### config.mk
export PLATFORM = sky130hd
export DESIGN_NAME = mc_boot_loader
export DESIGN_NICKNAME = d
export VERILOG_FILES = /design/src/rtl/mc_boot_loader.sv
export SDC_FILE = /design/constraint.sdc
export NUM_CORES = 1
export LEC_CHECK = 0
export CORE_MARGIN = 3
export CORE_UTILIZATION = 55
export DETAILED_ROUTE_END_ITERATION = 16
export PLACE_DENSITY = 0.85
export SETUP_SLACK_MARGIN = 0.5
export SLEW_MARGIN = 20
export SYNTH_ARGS = -nofsm -noshare
export SYNTH_HDL_FRONTEND = slang
export SYNTH_SLANG_ARGS = --single-unit
### constraint.sdc
create_clock -name i_clk -period 3 [get_ports i_clk]
set_clock_uncertainty 0.1 [all_clocks]
set_input_delay 0.3 -clock i_clk [delete_from_list [all_inputs] [get_ports i_clk]]
set_output_delay 0.3 -clock i_clk [all_outputs]
set_load 0.05 [all_outputs]
### src/rtl/mc_boot_loader.sv
// mc_boot_loader: receives a big-endian word image over a byte valid/ready stream,
// writes it to CPU memory and releases the CPU reset once loaded. MC_BOOT_CHKSUM_EN adds a trailing XOR checksum byte.
module mc_boot_loader #(
  parameter int          ADDR_W    = 8,
  parameter logic [31:0] BASE_ADDR = 32'h0000_0000
) (
  input  logic              i_clk,
  input  logic              i_rst_n,
  input  logic [7:0]        i_byte,
  input  logic              i_byte_valid,
  output logic              o_byte_ready,
  output logic              o_mem_we,
  output logic [31:0]       o_mem_addr,
  output logic [31:0]       o_mem_wdata,
  output logic              o_cpu_rst_n,
  output logic              o_done,
  output logic              o_err,
  output logic [ADDR_W:0]   o_words
);

  // state    | meaning
  // S_LEN_HI | waiting for word-count high byte
  // S_LEN_LO | waiting for word-count low byte, then range check
  // S_DATA   | collecting the 4 bytes of the current word
  // S_WRITE  | single-cycle memory write of the assembled word
  // S_CHK    | waiting for the checksum byte (checksum build only)
  // S_DONE   | image loaded, CPU released (terminal)
  // S_ERR    | protocol error, CPU held in reset (terminal)
  typedef enum logic [2:0] {
    S_LEN_HI,
    S_LEN_LO,
    S_DATA,
    S_WRITE,
    S_DONE,
    S_ERR
`ifdef MC_BOOT_CHKSUM_EN
    , S_CHK
`endif
  } state_t;

  localparam logic [31:0] MAX_WORDS = 32'd1 << ADDR_W;

  state_t          state_q, state_d;
  logic [15:0]     len_q, len_d;
  logic [1:0]      bidx_q, bidx_d;
  logic [31:0]     word_q, word_d;
  logic [ADDR_W:0] words_q, words_d;
  logic [31:0]     addr_q, addr_d;
  logic [31:0]     wdata_q, wdata_d;
  logic            ready_q, ready_d;
  logic            we_q, we_d;
  logic            cpu_rst_n_q, cpu_rst_n_d;
  logic            done_q, done_d;
  logic            err_q, err_d;
`ifdef MC_BOOT_CHKSUM_EN
  logic [7:0]      xor_q, xor_d;
`endif

  logic        xfer;
  logic [31:0] words_inc;
  state_t      end_state;

  assign xfer      = i_byte_valid & ready_q;
  assign words_inc = 32'(words_q) + 32'd1;
`ifdef MC_BOOT_CHKSUM_EN
  assign end_state = S_CHK;
`else
  assign end_state = S_DONE;
`endif

  always_comb begin
    state_d = state_q;
    len_d   = len_q;
    bidx_d  = bidx_q;
    word_d  = word_q;
    words_d = words_q;
    addr_d  = addr_q;
    wdata_d = wdata_q;
`ifdef MC_BOOT_CHKSUM_EN
    xor_d   = xor_q;
`endif
    case (state_q)
      S_LEN_HI: begin
        if (xfer) begin
          len_d[15:8] = i_byte;
          state_d     = S_LEN_LO;
        end
      end
      S_LEN_LO: begin
        if (xfer) begin
          len_d[7:0] = i_byte;
          if (len_d == 16'd0) begin
            state_d = end_state;
          end else if ({16'h0000, len_d} > MAX_WORDS) begin
            state_d = S_ERR;
          end else begin
            state_d = S_DATA;
          end
        end
      end
      S_DATA: begin
        if (xfer) begin
          word_d = {word_q[23:0], i_byte};
          bidx_d = bidx_q + 2'd1;
`ifdef MC_BOOT_CHKSUM_EN
          xor_d  = xor_q ^ i_byte;
`endif
          // Address and data are latched here so they are valid during the S_WRITE cycle.
          if (bidx_q == 2'd3) begin
            state_d = S_WRITE;
            addr_d  = BASE_ADDR + 32'({words_q[ADDR_W-1:0], 2'b00});
            wdata_d = word_d;
          end
        end
      end
      S_WRITE: begin
        words_d = words_q + {{ADDR_W{1'b0}}, 1'b1};
        if (words_inc == {16'h0000, len_q}) begin
          state_d = end_state;
        end else begin
          state_d = S_DATA;
        end
      end
`ifdef MC_BOOT_CHKSUM_EN
      S_CHK: begin
        if (xfer) begin
          state_d = (i_byte == xor_q) ? S_DONE : S_ERR;
        end
      end
`endif
      default: ;
    endcase

    // Outputs are registered from the next state so they line up with the state they describe.
    ready_d     = (state_d == S_LEN_HI) || (state_d == S_LEN_LO) || (state_d == S_DATA)
`ifdef MC_BOOT_CHKSUM_EN
                  || (state_d == S_CHK)
`endif
                  ;
    we_d        = (state_d == S_WRITE);
    done_d      = (state_d == S_DONE);
    err_d       = (state_d == S_ERR);
    cpu_rst_n_d = (state_d == S_DONE);
  end

  always_ff @(posedge i_clk or negedge i_rst_n) begin
    if (!i_rst_n) begin
      state_q     <= S_LEN_HI;
      len_q       <= 16'd0;
      bidx_q      <= 2'd0;
      word_q      <= 32'd0;
      words_q     <= '0;
      addr_q      <= BASE_ADDR;
      wdata_q     <= 32'd0;
      ready_q     <= 1'b1;
      we_q        <= 1'b0;
      cpu_rst_n_q <= 1'b0;
      done_q      <= 1'b0;
      err_q       <= 1'b0;
`ifdef MC_BOOT_CHKSUM_EN
      xor_q       <= 8'd0;
`endif
    end else begin
      state_q     <= state_d;
      len_q       <= len_d;
      bidx_q      <= bidx_d;
      word_q      <= word_d;
      words_q     <= words_d;
      addr_q      <= addr_d;
      wdata_q     <= wdata_d;
      ready_q     <= ready_d;
      we_q        <= we_d;
      cpu_rst_n_q <= cpu_rst_n_d;
      done_q      <= done_d;
      err_q       <= err_d;
`ifdef MC_BOOT_CHKSUM_EN
      xor_q       <= xor_d;
`endif
    end
  end

  assign o_byte_ready = ready_q;
  assign o_mem_we     = we_q;
  assign o_mem_addr   = addr_q;
  assign o_mem_wdata  = wdata_q;
  assign o_cpu_rst_n  = cpu_rst_n_q;
  assign o_done       = done_q;
  assign o_err        = err_q;
  assign o_words      = words_q;

endmodule

# After elaboration in Yosys (flattened, before gate mapping)
# Cells that the tools add are included.
[word_totals]
rom_bits = 0
ramBits = 0
mem_count = 0
latchBits = 0
input_bits = 11
word_cells = 44
output_inout_bits = 78
register_bits = 98
[classes]
n_shift = 0
mul = 0
n_reduce_logical = 9
bitwise_logic = 1
add_sub_neg = 3
eq_ne = 10
n_div = 0
n_mux = 8
order_cmp = 1
[op_table]
columns = ["operator", "n"]
rows = [
  ["3-bit two-way mux", 7],
  ["10-bit by 16-bit == test with 1-bit output", 1],
  ["16-bit by 9-bit greater-than comparator with 1-bit output, second input constant", 1],
  ["16-bit zero test", 1],
  ["3-bit by 2-bit == test with 1-bit output, second input constant", 4],
  ["3-bit one-hot mux with 4 select lines", 1],
  ["9-bit by 1-bit adder with 10-bit output, second input constant", 1],
  ["9-bit by 1-bit adder with 9-bit output, second input constant", 1],
  ["3-bit by 1-bit == test with 1-bit output, second input constant", 2],
  ["3-bit == test, second input constant", 2],
  ["3-bit zero test", 2],
  ["2-bit AND reduction", 3],
  ["3-bit AND reduction", 1],
  ["2-bit by 1-bit adder with 2-bit output, second input constant", 1],
  ["2-bit == test, second input constant", 1],
  ["1-bit logical OR", 2],
  ["1-bit AND", 1],
]

# Logic depth before layout (Yosys ltp)
[depth]
word_depth = 8
depth_mapped = 8
depth_no_buf = 7

# Least setup slack after synthesis
# No wires, ideal clock.
[synth_path]
path_kind = "flip-flop to flip-flop"
startpoint = "reg words_q[0], in the netlist o_words[0]"
endpoint = "reg done_q, in the netlist o_done"
arrival_time_ps = 2070
setup_ps = 78
path_buffers = 0
slack_ps = 752
stages_incl_launch_ff = 8
period_less_slack_ps = 2248
required_time_ps = 2822
cell_sequence = "dfrtp_1 ha_1 nand2_1 nor3_1 xnor2_1 nand2_1 or4_1 a21oi_1"
[synth_via]
elab_chain_len = 5
[synth_rtl]
columns = ["element", "line", "rtl"]
rows = [
  ["start: declaration", "47", "logic [ADDR_W:0] words_q, words_d;"],
  ["start signal: assignment", "168", "words_q <= words_d;"],
  ["9-bit by 1-bit adder with 10-bit output", "64", "assign words_inc = 32'(words_q) + 32'd1;"],
  ["10-bit by 16-bit == test with 1-bit output", "118", "if (words_inc == {16'h0000, len_q}) begin"],
  ["3-bit two-way mux", "118", ""],
  ["3-bit one-hot mux with 4 select lines", "82", "case (state_q)"],
  ["3-bit == test", "-", ""],
  ["via cpu_rst_n_d", "52", "logic cpu_rst_n_q, cpu_rst_n_d;"],
  ["end signal: assignment", "174", "done_q <= done_d;"],
  ["end: declaration", "53", "logic done_q, done_d;"],
]
# The timed path passes the listed nets, and every way through them passes these cells.
# A chain may end at the register's enable or synchronous reset.

# Final worst setup path
[layout_path]
startpoint = "reg words_q[0], in the netlist o_words[0]"
endpoint = "reg state_q[2]"
[layout_via]
elab_chain_len = 4
[layout_rtl]
columns = ["element", "line", "rtl"]
rows = [
  ["9-bit by 1-bit adder with 10-bit output", "64", ""],
  ["10-bit by 16-bit == test with 1-bit output", "118", ""],
  ["3-bit two-way mux", "118", ""],
  ["3-bit one-hot mux with 4 select lines", "82", ""],
  ["via state_d[2]", "43", "state_t state_q, state_d;"],
  ["end signal: assignment", "164", "state_q <= state_d;"],
  ["end: declaration", "43", ""],
]
# The timed path passes the listed nets, and every way through them passes these cells.

==> results_dict.tcl <==
set metrics [dict create \
    drtPass1Iterations 4 \
    drive_gt1_share_pct 29.43 \
    cts_tree "yes" \
    syn_inst 314 \
    status "complete, but fails checks" \
    cp-end-kind "flop" \
    crit_arrival_ns 2.37 \
    synth.area.top_cells "dfrtp_1 57%, mux2_2 21%, buf_4 4.4%, xnor2_1 2.5%, xor2_1 2.2%" \
    nets 392 \
    synth_top_cells_by_count "97 x dfrtp_1, 81 x mux2_2, 25 x buf_4, 13 x nand2_1, 13 x nor2_1" \
    placed_cell_area_mm2 0.004907 \
    hold_buffers 0 \
    startpoint_type "flop" \
    cts.htree.levels 3 \
    rsz0062_at_grt "false" \
    synth_top_area_cell "dfrtp_1" \
    row_count 31 \
    core_area_mm2 0.007408 \
    worstReg2RegStart "o_words[0]" \
    dpl_worst_slack_ns 0.5117 \
    ys_async_sr_fraction_pct 100.0 \
    cts_buffer_depth 2 \
    worstMarginPinSlew_ns 0.9256 \
    cts_resized 0 \
    cts_made_buffers 9 \
    hpwlAfterDp_mm 5.423 \
    die_w_um 94.28 \
    synth_edf_count 0 \
    holdWs_ns -0.02297 \
    area_growth_pct 19.32 \
    initial_core_util_pct 57.86 \
    fp.dieArea_mm2 0.008889 \
    postRouteAntennaNets 0 \
    antennaDiodeCount 0 \
    fin_crit_ns 2.173 \
    synth_top_area_share_pct 56.63 \
    violations "hold timing" \
    cts.sinks 98 \
    setup_slack_ns 0.8269 \
    drc 0 \
    io_buffers 64 \
    io_pins 89 \
    hold_violations 55 \
    tns_ns 0 \
    wire_per_inst_um 16.50 \
    stdcell_area_mm2 0.005115 \
    post_cts_buffers 0 \
    clk_latency_ns 0.36 \
    grt_start_max_net_pins 78 \
    cts-root-buf "clkbuf_8" \
    rr_worst_depth 7 \
    max_freq_ghz 0.4602 \
    grt_pass1_vias 2718 \
    cp_max_fo 6 \
    via_count 2564 \
    via_per_inst 5.308 \
    p_leak_nw 2.301 \
    crit_type "flop to flop" \
    r2r_slack_ns 0.83 \
    grt_pass1_wl_mm 13.46 \
    ir_drop_v 0.0007518 \
    power_density_mw_per_mm2 1128 \
    total_power_w 0.005769 \
    grt_overflow 0 \
    die_h_um 94.28 \
    track_usage_pct 19.91 \
    synth-warning-count 0 \
    required_ns 3.20 \
    synth_flop_cell "dfrtp_1" \
    slew_headroom_pct 38.29 \
    synth.avg_cell_area_um2 13.65 \
    antenna_found_initial 0 \
    reg2reg_to "state_q[2]" \
    ys_seq_elements 98 \
    hold_path_class "input port to asynchronous set/reset pin" \
    gp_congestion 0.8577 \
    drtIter0Drc 96 \
    ys_seq_area_share_pct 57.24 \
    ys_types 37 \
    maxSlewViolCount 0 \
    synth_area_mm2 0.004287 \
    synth.most_common_cell "dfrtp_1" \
    fin_crit_sh_pct 72.44 \
    drv_cap 0 \
    detail_route.wirelength_mm 7.971 \
    cts.clk_slew.worst_paths_ns 0.09 \
    setup_viol 0 \
]
routing by layer:
| metal | global-route usage (%) | vias to the layer above | wire (um) |
|---|---|---|---|
| met5 | 0 | - | 0 |
| met4 | 7.100 | 0 | 174 |
| met3 | 5.208 | 23 | 498 |
| met2 | 33.33 | 97 | 4079 |
| met1 | 24.93 | 1279 | 3219 |
| li1 | - | 1165 | - |
cell families after synthesis:
| family | Yosys count | share of synthesized area (%) |
|---|---|---|
| DFF | 98 | 57.24 |
| muxes | 83 | 21.75 |
| adders and majority gates | 2 | 0.5837 |
| xor gates and xnor gates | 23 | 4.699 |
| and+or+nand+nor | 58 | 7.881 |
| other | 1 | 0.08748 |
| AOI/OAI and AO/OA | 9 | 1.430 |
| buffers and inverters | 40 | 6.334 |
sequential cells by signal, indices dropped and copies added, names as in the netlist, 2 cells and up:
name	flops
o_mem_addr	8
state_q	3
word_q	24
o_words	9
len_q	16
o_mem_wdata	32
bidx_q	2
how the worst max path moves through the flow:
| stage | startpoint | endpoint | slack, ns | cells after the start |
|---|---|---|---|---|
| 2_1_floorplan | o_words[0] | o_done | 0.75 | 7 |
| 6_report | o_words[0] | state_q[2] | 0.83 | 7 |
| 4_1_cts | o_words[2] | o_words[2] | 0.82 | 1 |
| 3_3_place_gp | i_byte[4] | state_q[2] | 0.56 | 6 |
| 3_5_place_dp | i_byte[4] | o_byte_ready | 0.51 | 7 |
| 5_1_grt | o_words[0] | state_q[2] | 0.67 | 7 |
power by group:
part,internal [W],switching (W)
combinational,0.00106,0.00153
clock,0.000402,0.000486
sequential,0.00188,0.000415
per-stage QoR:
| stage | cells | utilization, % |
|---|---|---|
| after CTS | 483 | 69.04 |
| after floorplan | 337 | - |
| after detailed placement | 467 | 66.24 |
| after global placement | 467 | 66.24 |
| after global routing | 483 | 69.04 |
| final | 483 | 69.04 |
layout by cell type (no fill, tap or decap), types with 3 or more instances in the layout:
cell type / Yosys / final
mux2_2: 81 / 81
xor2_1: 11 / 11
nand2_1: 13 / 12
dfrtp_1: 97 / 97
nand3_1: 8 / 8
conb_1: 1 / 24
xnor2_1: 12 / 12
buf_4: 25 / 5
o21ai_0: 3 / 3
clkbuf_8: 0 / 9
nor4_1: 4 / 4
clkdlybuf4s50_1: 0 / 63
nor2_1: 13 / 13
nor3_1: 4 / 4
final cells by class:
| class | count | area [um^2] |
|---|---|---|
| clock inverters | 7 | 83.83 |
| repair buffers | 68 | 668.1 |
| multi-input cells | 199 | 1650 |
| flip-flops and latches | 98 | 2454 |
| inverters | 3 | 11.26 |
| fillers | 539 | 2293 |
| well taps | 99 | 123.9 |
| clock buffers | 9 | 123.9 |
critical path, stage by stage, from the launching register on:
cell     delay, ns
dfrtp_1       0.47
ha_1          0.30
nand2_1       0.08
nor3_1        0.26
xnor2_1       0.15
nand2_1       0.08
nor4_1        0.49
or3_1         0.19
No activity file was read; power rests on OpenSTA's default activity.
